[src/rtl/de1_pkg.sv]
// Board-level constants for the DE1 key/switch inputs and the conditioner defaults derived from them.
package de1_pkg;

   localparam int unsigned CLK_HZ      = 50_000_000;
   localparam int unsigned DEBOUNCE_MS = 10;
   localparam int unsigned N_KEY       = 4;
   localparam int unsigned N_SW        = 10;
   localparam int unsigned DE1_N_CH    = N_KEY + N_SW;

   localparam int unsigned DEF_DEBOUNCE_CYCLES = (CLK_HZ / 1000) * DEBOUNCE_MS;
   localparam int unsigned DEF_SYNC_STAGES     = 2;

   // Keys sit in the low bits and are wired active-low on the board; switches are active-high.
   localparam logic [DE1_N_CH-1:0] DEF_ACTIVE_LOW = DE1_N_CH'({N_KEY{1'b1}});

   // Registered per-channel results of one debouncer.
   typedef struct packed {
      logic level;
      logic rise;
      logic fall;
      logic toggle;
   } ch_out_t;

   function automatic int unsigned cnt_width(input int unsigned cycles);
      return (cycles <= 1) ? 1 : $clog2(cycles);
   endfunction

endpackage

[src/rtl/debounce_ch.sv]
// One conditioned input: synchronizer, debounce counter, accepted level, edge pulses and toggle.
module debounce_ch
   import de1_pkg::*;
#(
   parameter int unsigned DEBOUNCE_CYCLES = DEF_DEBOUNCE_CYCLES,
   parameter int unsigned SYNC_STAGES     = DEF_SYNC_STAGES,
   parameter bit          ACTIVE_LOW      = 1'b0
) (
   input  logic    clock_50,
   input  logic    reset,
   input  logic    raw_in,
   output ch_out_t ch_out,
   output logic    rise_c
);

   localparam int unsigned      CNT_W    = cnt_width(DEBOUNCE_CYCLES);
   localparam logic [CNT_W-1:0] CNT_LAST = CNT_W'(DEBOUNCE_CYCLES - 1);

   if (DEBOUNCE_CYCLES < 1) begin : g_bad_debounce
      $error("debounce_ch: DEBOUNCE_CYCLES must be at least 1");
   end
   if (SYNC_STAGES < 2) begin : g_bad_sync
      $error("debounce_ch: SYNC_STAGES must be at least 2");
   end

   logic [SYNC_STAGES-1:0] sync_q, sync_d;
   logic [CNT_W-1:0]       cnt_q, cnt_d;
   logic                   level_q, level_d;
   logic                   rise_q, rise_d;
   logic                   fall_q, fall_d;
   logic                   toggle_q, toggle_d;
   logic                   s;

   // Plain shift chain; nothing may sit between the synchronizer flops.
   always_comb begin
      sync_d = {sync_q[SYNC_STAGES-2:0], raw_in};
   end

   // Count consecutive cycles of disagreement; accept on the last one, restart on any agreement.
   always_comb begin
      s        = sync_q[SYNC_STAGES-1] ^ ACTIVE_LOW;
      cnt_d    = '0;
      level_d  = level_q;
      rise_d   = 1'b0;
      fall_d   = 1'b0;
      toggle_d = toggle_q;
      if (s != level_q) begin
         if (cnt_q == CNT_LAST) begin
            level_d  = s;
            rise_d   = s;
            fall_d   = ~s;
            toggle_d = toggle_q ^ s;
         end else begin
            cnt_d = cnt_q + CNT_W'(1);
         end
      end
   end

   // Synchronizer resets to the idle raw level so reset release never looks like a press.
   always_ff @(posedge clock_50) begin
      if (reset) begin
         sync_q   <= {SYNC_STAGES{ACTIVE_LOW}};
         cnt_q    <= '0;
         level_q  <= 1'b0;
         rise_q   <= 1'b0;
         fall_q   <= 1'b0;
         toggle_q <= 1'b0;
      end else begin
         sync_q   <= sync_d;
         cnt_q    <= cnt_d;
         level_q  <= level_d;
         rise_q   <= rise_d;
         fall_q   <= fall_d;
         toggle_q <= toggle_d;
      end
   end

   assign ch_out.level  = level_q;
   assign ch_out.rise   = rise_q;
   assign ch_out.fall   = fall_q;
   assign ch_out.toggle = toggle_q;
   assign rise_c        = rise_d;

endmodule

[src/rtl/input_conditioner.sv]
// Conditions the DE1 keys and switches: N_CH independent debouncers plus a registered any-rise flag.
module input_conditioner
   import de1_pkg::*;
#(
   parameter int unsigned       N_CH            = DE1_N_CH,
   parameter int unsigned       DEBOUNCE_CYCLES = DEF_DEBOUNCE_CYCLES,
   parameter int unsigned       SYNC_STAGES     = DEF_SYNC_STAGES,
   parameter logic [N_CH-1:0]   ACTIVE_LOW      = N_CH'(DEF_ACTIVE_LOW)
) (
   input  logic            clock_50,
   input  logic            reset,
   input  logic [N_CH-1:0] raw_in,
   output logic [N_CH-1:0] level,
   output logic [N_CH-1:0] rise,
   output logic [N_CH-1:0] fall,
   output logic [N_CH-1:0] toggle,
   output logic            any_rise
);

   ch_out_t         ch_out [N_CH];
   logic [N_CH-1:0] rise_c;
   logic            any_rise_q, any_rise_d;

   for (genvar i = 0; i < N_CH; i++) begin : g_ch
      debounce_ch #(
         .DEBOUNCE_CYCLES (DEBOUNCE_CYCLES),
         .SYNC_STAGES     (SYNC_STAGES),
         .ACTIVE_LOW      (ACTIVE_LOW[i])
      ) u_ch (
         .clock_50 (clock_50),
         .reset    (reset),
         .raw_in   (raw_in[i]),
         .ch_out   (ch_out[i]),
         .rise_c   (rise_c[i])
      );

      assign level[i]  = ch_out[i].level;
      assign rise[i]   = ch_out[i].rise;
      assign fall[i]   = ch_out[i].fall;
      assign toggle[i] = ch_out[i].toggle;
   end

   // Built from the next-state rise bits so the flag lands in the same cycle as the pulses.
   always_comb begin
      any_rise_d = |rise_c;
   end

   always_ff @(posedge clock_50) begin
      if (reset) begin
         any_rise_q <= 1'b0;
      end else begin
         any_rise_q <= any_rise_d;
      end
   end

   assign any_rise = any_rise_q;

endmodule

[config.mk]
export PLATFORM = sky130hd
export DESIGN_NAME = input_conditioner
export DESIGN_NICKNAME = d
export VERILOG_FILES = /design/src/rtl/de1_pkg.sv /design/src/rtl/debounce_ch.sv /design/src/rtl/input_conditioner.sv
export SDC_FILE = /design/constraint.sdc
export NUM_CORES = 1
export LEC_CHECK = 0
export CORE_ASPECT_RATIO = 2
export CORE_MARGIN = 2
export CORE_UTILIZATION = 60
export DETAILED_ROUTE_END_ITERATION = 12
export GPL_TIMING_DRIVEN = 0
export PLACE_DENSITY = 0.84
export SETUP_SLACK_MARGIN = 0.3
export SLEW_MARGIN = 25
export SYNTH_ARGS = -nofsm -noshare
export SYNTH_HDL_FRONTEND = slang
export SYNTH_SLANG_ARGS = --single-unit
[constraint.sdc]
create_clock -name clock_50 -period 2.8 [get_ports clock_50]
set_input_delay 0.28 -clock clock_50 [delete_from_list [all_inputs] [get_ports clock_50]]
set_output_delay 0.28 -clock clock_50 [all_outputs]
set_load 0.05 [all_outputs]
==> metrics, run 1 <==
Post-synth top cells=dfxtp_1 (351), nor2_1 (337), xnor2_1 (133); Lkg Pwr=0.00557 uW; status=finished, final reports clean; placed insts=2010; Main synth FF type=dfxtp_1; M2 GR Usage=37.3%; nets=1782; # rows=81; Antenna diodes=0; Post-synth EDFFs=0; busiest grt layer=met2; Reg2Reg Setup Slack=470 ps; Syn Nets=1679; worst min-delay path endpoint=g_ch[8].u_ch.sync_q[0]$_SDFF_PP0_; Worst EP required=3250 ps; via count=11040; Clock Skew=11.9 ps; M3 GR Usage=2.72%; I/O pin count=73; Vert. Die Dim=225 um; Critical Path Source Type=flip-flop; Worst IR Drop VDD=0.573 mV; clock root buffer=clkbuf_16; hpwl dp=19.3 mm; layout cells sized above 1=8.16%; period utilization=83.2%; RR Endpoint=g_ch[5].u_ch.cnt_q[17]$_SDFF_PP0_; RSZ-0062 raised after global routing=no; Net Sw Power=1910 uW; Synth area leader=dfxtp_1; R2R depth=8; vias in the first global route=10369; Routed Antenna Nets=0; critical-path maximum fanout=10; fin cells=2066; first-pass GRT wire length=47.7 mm; worst min path class=input port to flip-flop; count of unique library cells instantiated by Yosys=42; H-tree levels=1; Switching Fraction=20.3%; gpl congestion=0.871; sequential area share after synthesis=47.9%; max-slew violations=0; Synth Warn #=0; global-route met1 utilization=29.0%; vias per inst=5.34; Clk pwr share=44.9%; critical path arrival=2780 ps; drt pass-1 iters=5; worst setup path category=flip-flop to flip-flop; CORE AREA=24200 um^2; clock transition at the registers of the reported paths=70 ps; largest cells by area after synthesis=dfxtp_1 (48%), nor2_1 (8.6%), xnor2_1 (7.9%), xor2_1 (7.1%), nand3_1 (3.4%); Synth-to-Final Area Change=14.4%; syn_area_per_cell=8.90 um^2; Comb pwr share=1.4%; CTS tree=done; Pint=7460 uW; clock tree sinks=351; grt total ovfl=0; Total Routing Usage GR=22.2%; hold path cells=2; largest net degree at the start of global routing=16; Slew Limit Headroom=38.4%; Worst Hold Launch=raw_in[8]; fill count=1857; minimum clock period=2330 ps; FF-to-FF Start=g_ch[5].u_ch.cnt_q[0]$_SDFF_PP0_; Clock Path Buffers=3; WL/cell=13.7 um; asr flop ratio synth=0%; Tightest Pin Transition=915 ps; top-count cell post-synth=dfxtp_1; final WL=28.4 mm; Setup TNS Final=0 ps; count of final hold-check violations=0; DRC=0; Final Setup Violations=0; max cap viols=0; register area=7030 um^2; CP Capture Type=flip-flop; Clock Latency Late Sink=570 ps; Max Freq=430 MHz; CTS Buf Count=30; Die Wd=115 um; area of the multi-input gates=6950 um^2; Yosys top cell area share=47.9%; initial core utilization=60.6%; FF+latch count, synth=351; initial antenna violation count=1; I/O Buffers=71; Reg power frac=53.7%; Post-Syn Instances=1649; die area=25800 um^2; Pwr Density=558 nW/um^2; First DRT Iteration DRCs=608; synthesized cell area=14700 um^2
cell families after synthesis:
family / count (synthesis) / share of synthesized area (%)
AOI/OAI and AO/OA: 23 / 0.870
xor gates and xnor gates: 252 / 15.0
adders and majority gates: 14 / 1.19
buffers and inverters: 131 / 4.87
DFF: 351 / 47.9
muxes: 9 / 0.614
and+or+nand+nor: 869 / 29.5
per-layer routing:
layer | part of all wire [%] | wire length [um]
met1 | 45 | 12700
met2 | 48 | 13600
met3 | 4.3 | 1220
met4 | 3.1 | 885
met5 | 0.042 | 12
final cells by class:
| type | count | area share (%) |
|---|---|---|
| Timing Repair Buffer | 71 | 4.23 |
| Sequential cell | 351 | 41.9 |
| Inverter | 31 | 0.693 |
| Clock inverter | 8 | 0.567 |
| Tap cell | 290 | 2.16 |
| Multi-Input combinational cell | 1167 | 41.4 |
| Buffer | 100 | 3.65 |
| Clock buffer | 48 | 5.42 |
power groups by stage:
stage                     combinational (uW)  clock, uW  sequential (uW)
after floorplan                         70.5          0             5140
after global placement                   128          0             5140
after detailed placement                 129          0             5140
after CTS                                130       4270             5030
after global routing                     143       4460             5030
final                                    130       4210             5030
layout by cell type (no fill, tap or decap), types with 11 or more instances in the layout:
cell,count
nor2_1,337
ha_1,13
nand2b_1,23
nor4_1,33
and4_1,19
inv_1,31
clkbuf_1,36
clkbuf_2,11
xnor2_1,133
dfxtp_1,351
clkbuf_16,31
nand3_1,99
nand2_1,93
and3_1,42
or2_2,18
buf_4,56
nor3_1,57
clkdlybuf4s50_1,71
nand4_1,59
nor4b_1,18
a21oi_1,16
nor2b_1,27
xor2_1,119
sequential cells by signal, indices dropped and copies added, names as in the netlist:
| name | count |
|---|---|
| g_ch.u_ch.fall_q | 14 |
| g_ch.u_ch.rise_q | 14 |
| g_ch.u_ch.level_q | 14 |
| g_ch.u_ch.sync_q | 28 |
| g_ch.u_ch.toggle_q | 14 |
| g_ch.u_ch.cnt_q | 266 |
| any_rise | 1 |
worst max-delay path, stage by stage, from the launching register on:
cell     delay (ps)
dfxtp_1         400
ha_2            260
nand4_4         130
or4b_1          550
or2_1           250
buf_6           130
nand2_2         150
buf_2           250
nor2_1           70
per-stage QoR:
step | area [um^2] | hold WS (ps) | total power (uW) | util (%) | worst slack (ps)
after floorplan | 14700 | 384 | 5210 | - | 673
after global placement | 15700 | 394 | 5270 | 65.0 | 125
after detailed placement | 15700 | 393 | 5270 | 65.0 | 109
after CTS | 16800 | 248 | 9430 | 69.2 | 303
after global routing | 16800 | 269 | 9630 | 69.3 | 304
final | 16800 | 266 | 9370 | 69.3 | 472
repair_timing:
action	in CTS	in global routing
hold buffers	0	0
endpoints found under the setup margin	14	107
resized for setup	2	23
setup buffers	0	0
how the worst max path moves through the flow:
stage                                                  from                                  to  slack (ps)  cells past startpoint
after global placement                                reset   g_ch[4].u_ch.cnt_q[15]$_SDFF_PP0_         130                      6
final                      g_ch[5].u_ch.cnt_q[0]$_SDFF_PP0_   g_ch[5].u_ch.cnt_q[17]$_SDFF_PP0_         470                      8
after floorplan           g_ch[13].u_ch.cnt_q[0]$_SDFF_PP0_  g_ch[13].u_ch.cnt_q[10]$_SDFF_PP0_         670                      9
after detailed placement                              reset   g_ch[4].u_ch.cnt_q[17]$_SDFF_PP0_         110                      6
after global routing       g_ch[8].u_ch.cnt_q[0]$_SDFF_PP0_   g_ch[8].u_ch.cnt_q[16]$_SDFF_PP0_         300                      7
after CTS                  g_ch[3].u_ch.cnt_q[0]$_SDFF_PP0_   g_ch[3].u_ch.cnt_q[12]$_SDFF_PP0_         300                      9
Power figures use the tool's default switching activity.
==> run 2, diff against run 1 <==
==> constraint.sdc (replaced) <==
create_clock -name clock_50 -period 2.2 [get_ports clock_50]
set_input_delay 0.22 -clock clock_50 [delete_from_list [all_inputs] [get_ports clock_50]]
set_output_delay 0.22 -clock clock_50 [all_outputs]
set_load 0.05 [all_outputs]
==> metrics, run 2 (synthesized netlist as in run 1, its figures left out) <==
Net Sw Power=2490 uW; I/O pin count=73; Die Wd=115 um; crit-path leading delay family=simple AND/OR/NAND/NOR gates; RSZ-0062 raised after global routing=yes; Critical path buffers and inverters=2; grt total ovfl=0; CORE AREA=24200 um^2; Vert. Die Dim=225 um; initial antenna violation count=0; Routed Antenna Nets=0; DRC=0; nets=1829; first-pass GRT wire length=49.5 mm; worst hold margin=198 ps; max reg flops=266; commonest non-fill, non-tap cell in the layout=dfxtp_1; status=finished, final reports clean; vias per inst=5.57; vias in the first global route=10625; First DRT Iteration DRCs=740; CP Capture Type=flip-flop; max incr delay on CP=490 ps; I/O Buffers=71; Switching Fraction=20.7%; Slew Limit Headroom=35.7%; period utilization=89.8%; Lkg Pwr=0.00628 uW; clock root buffer=clkbuf_16; Clock Path Buffers=3; crit-path cells=ha_4 > nand4_4 > or4b_4 > or2_1 > buf_6 > buf_12 > o21ai_1 > a21oi_2; Worst EP required=2620 ps; drt pass-1 iters=5; biggest regs=g_ch.u_ch.cnt_q: 266 flops, g_ch.u_ch.sync_q: 28 flops; Reg2Reg Setup Slack=220 ps; overall power=12000 uW; hold path cells=2; fin cells=2110; Antenna diodes=0; initial core utilization=60.6%; final WL=33.3 mm; CTS Buf Count=29; die area=25800 um^2; Biggest register=g_ch.u_ch.cnt_q; Worst Hold Launch=raw_in[8]; H-tree levels=1; Reg power frac=53.3%; R2R depth=8; Critical Path Source Type=flip-flop; RR Endpoint=g_ch[5].u_ch.toggle_q$_SDFFE_PP0N_; Clock Skew=18.4 ps; gpl congestion=0.854; Final Setup Violations=0; # rows=81; WL/cell=15.8 um; clock tree sinks=351; CTS tree=done; Worst IR Drop VDD=0.716 mV; Synth-to-Final Area Change=22.4%; max-slew violations=0; layout cells sized above 1=18.4%; Max Freq=506 MHz; critical-path maximum fanout=6; Total Routing Usage GR=23.2%; Tightest Pin Transition=965 ps; Pint=9520 uW; design area=18000 um^2; minimum clock period=1980 ps; largest net degree at the start of global routing=18; commonest cells after routing, fill and taps aside=dfxtp_1 (321), nor2_1 (316), xnor2_1 (133); worst min path class=input port to flip-flop; Comb pwr share=1.8%; FF-to-FF Start=g_ch[5].u_ch.cnt_q[1]$_SDFF_PP0_; Clk pwr share=44.9%; count of final hold-check violations=0; Pwr Density=669 nW/um^2; placed insts=2010; worst setup path category=flip-flop to flip-flop; clock transition at the registers of the reported paths=70 ps; max cap viols=0; worst min-delay path endpoint=g_ch[8].u_ch.sync_q[0]$_SDFF_PP0_; via count=11763; CTS Hold Bufs=0; Clock Latency Late Sink=570 ps; hpwl dp=19.6 mm; Post-DP Area=15800 um^2; CP max stage cell=or4b_4; critical path arrival=2390 ps
## run 2: layout make-up
| type | instances | area, um^2 |
|---|---|---|
| Clock inverter | 15 | 184 |
| Timing Repair Buffer | 119 | 1040 |
| Buffer | 100 | 790 |
| Inverter | 31 | 116 |
| Sequential cell | 351 | 7070 |
| Fill cell | 1558 | 6260 |
| Tap cell | 290 | 363 |
| Clock buffer | 37 | 806 |
| Multi-Input combinational cell | 1167 | 7590 |
## run 2: what timing repair did
| item | in CTS | in global routing |
|---|---|---|
| setup buffers | 22 | 24 |
| cloned | 1 | 1 |
| pin swaps | 16 | 33 |
| resized for setup | 152 | 146 |
| endpoints found under the hold margin | 0 | 0 |
| setup endpoints to repair | 282 | 222 |
## run 2: power groups by stage
stage                     registers (uW)  logic [uW]  clock network, uW
after CTS                           6400         195               5440
after global placement              6550         167                  0
after detailed placement            6550         168                  0
final                               6400         218               5390
after floorplan                     6540        92.6                  0
after global routing                6400         232               5680
## run 2: how the worst max path moves through the flow
stage	startpoint	to	slack [ps]	depth (start not counted)
after global routing	g_ch[5].u_ch.cnt_q[1]$_SDFF_PP0_	g_ch[5].u_ch.toggle_q$_SDFFE_PP0N_	180	8
final	g_ch[5].u_ch.cnt_q[1]$_SDFF_PP0_	g_ch[5].u_ch.toggle_q$_SDFFE_PP0N_	220	8
after CTS	g_ch[0].u_ch.cnt_q[0]$_SDFF_PP0_	any_rise$_SDFF_PP0_	150	6
after floorplan	g_ch[5].u_ch.cnt_q[1]$_SDFF_PP0_	g_ch[5].u_ch.cnt_q[10]$_SDFF_PP0_	300	8
after detailed placement	reset	g_ch[6].u_ch.cnt_q[18]$_SDFF_PP0_	-260	6
after global placement	reset	g_ch[6].u_ch.cnt_q[12]$_SDFF_PP0_	-370	6
## run 2: metal layers
layer | vias to the layer above | track usage [%] | routed length (um)
met1 | 5628 | 29.4 | 13900
li1 | 5746 | - | -
met5 | - | 0 | 0
met4 | 0 | 8.06 | 1070
met2 | 315 | 40.4 | 16900
met3 | 74 | 2.58 | 1450
## run 2: metrics by stage
stage | setup slack [ps] | util [%] | TNS [ps]
after floorplan | 300 | - | 0
after global placement | -368 | 65.2 | -21460
after detailed placement | -258 | 65.2 | -9920
after CTS | 148 | 71.2 | 0
after global routing | 176 | 74.2 | 0
final | 224 | 74.2 | 0
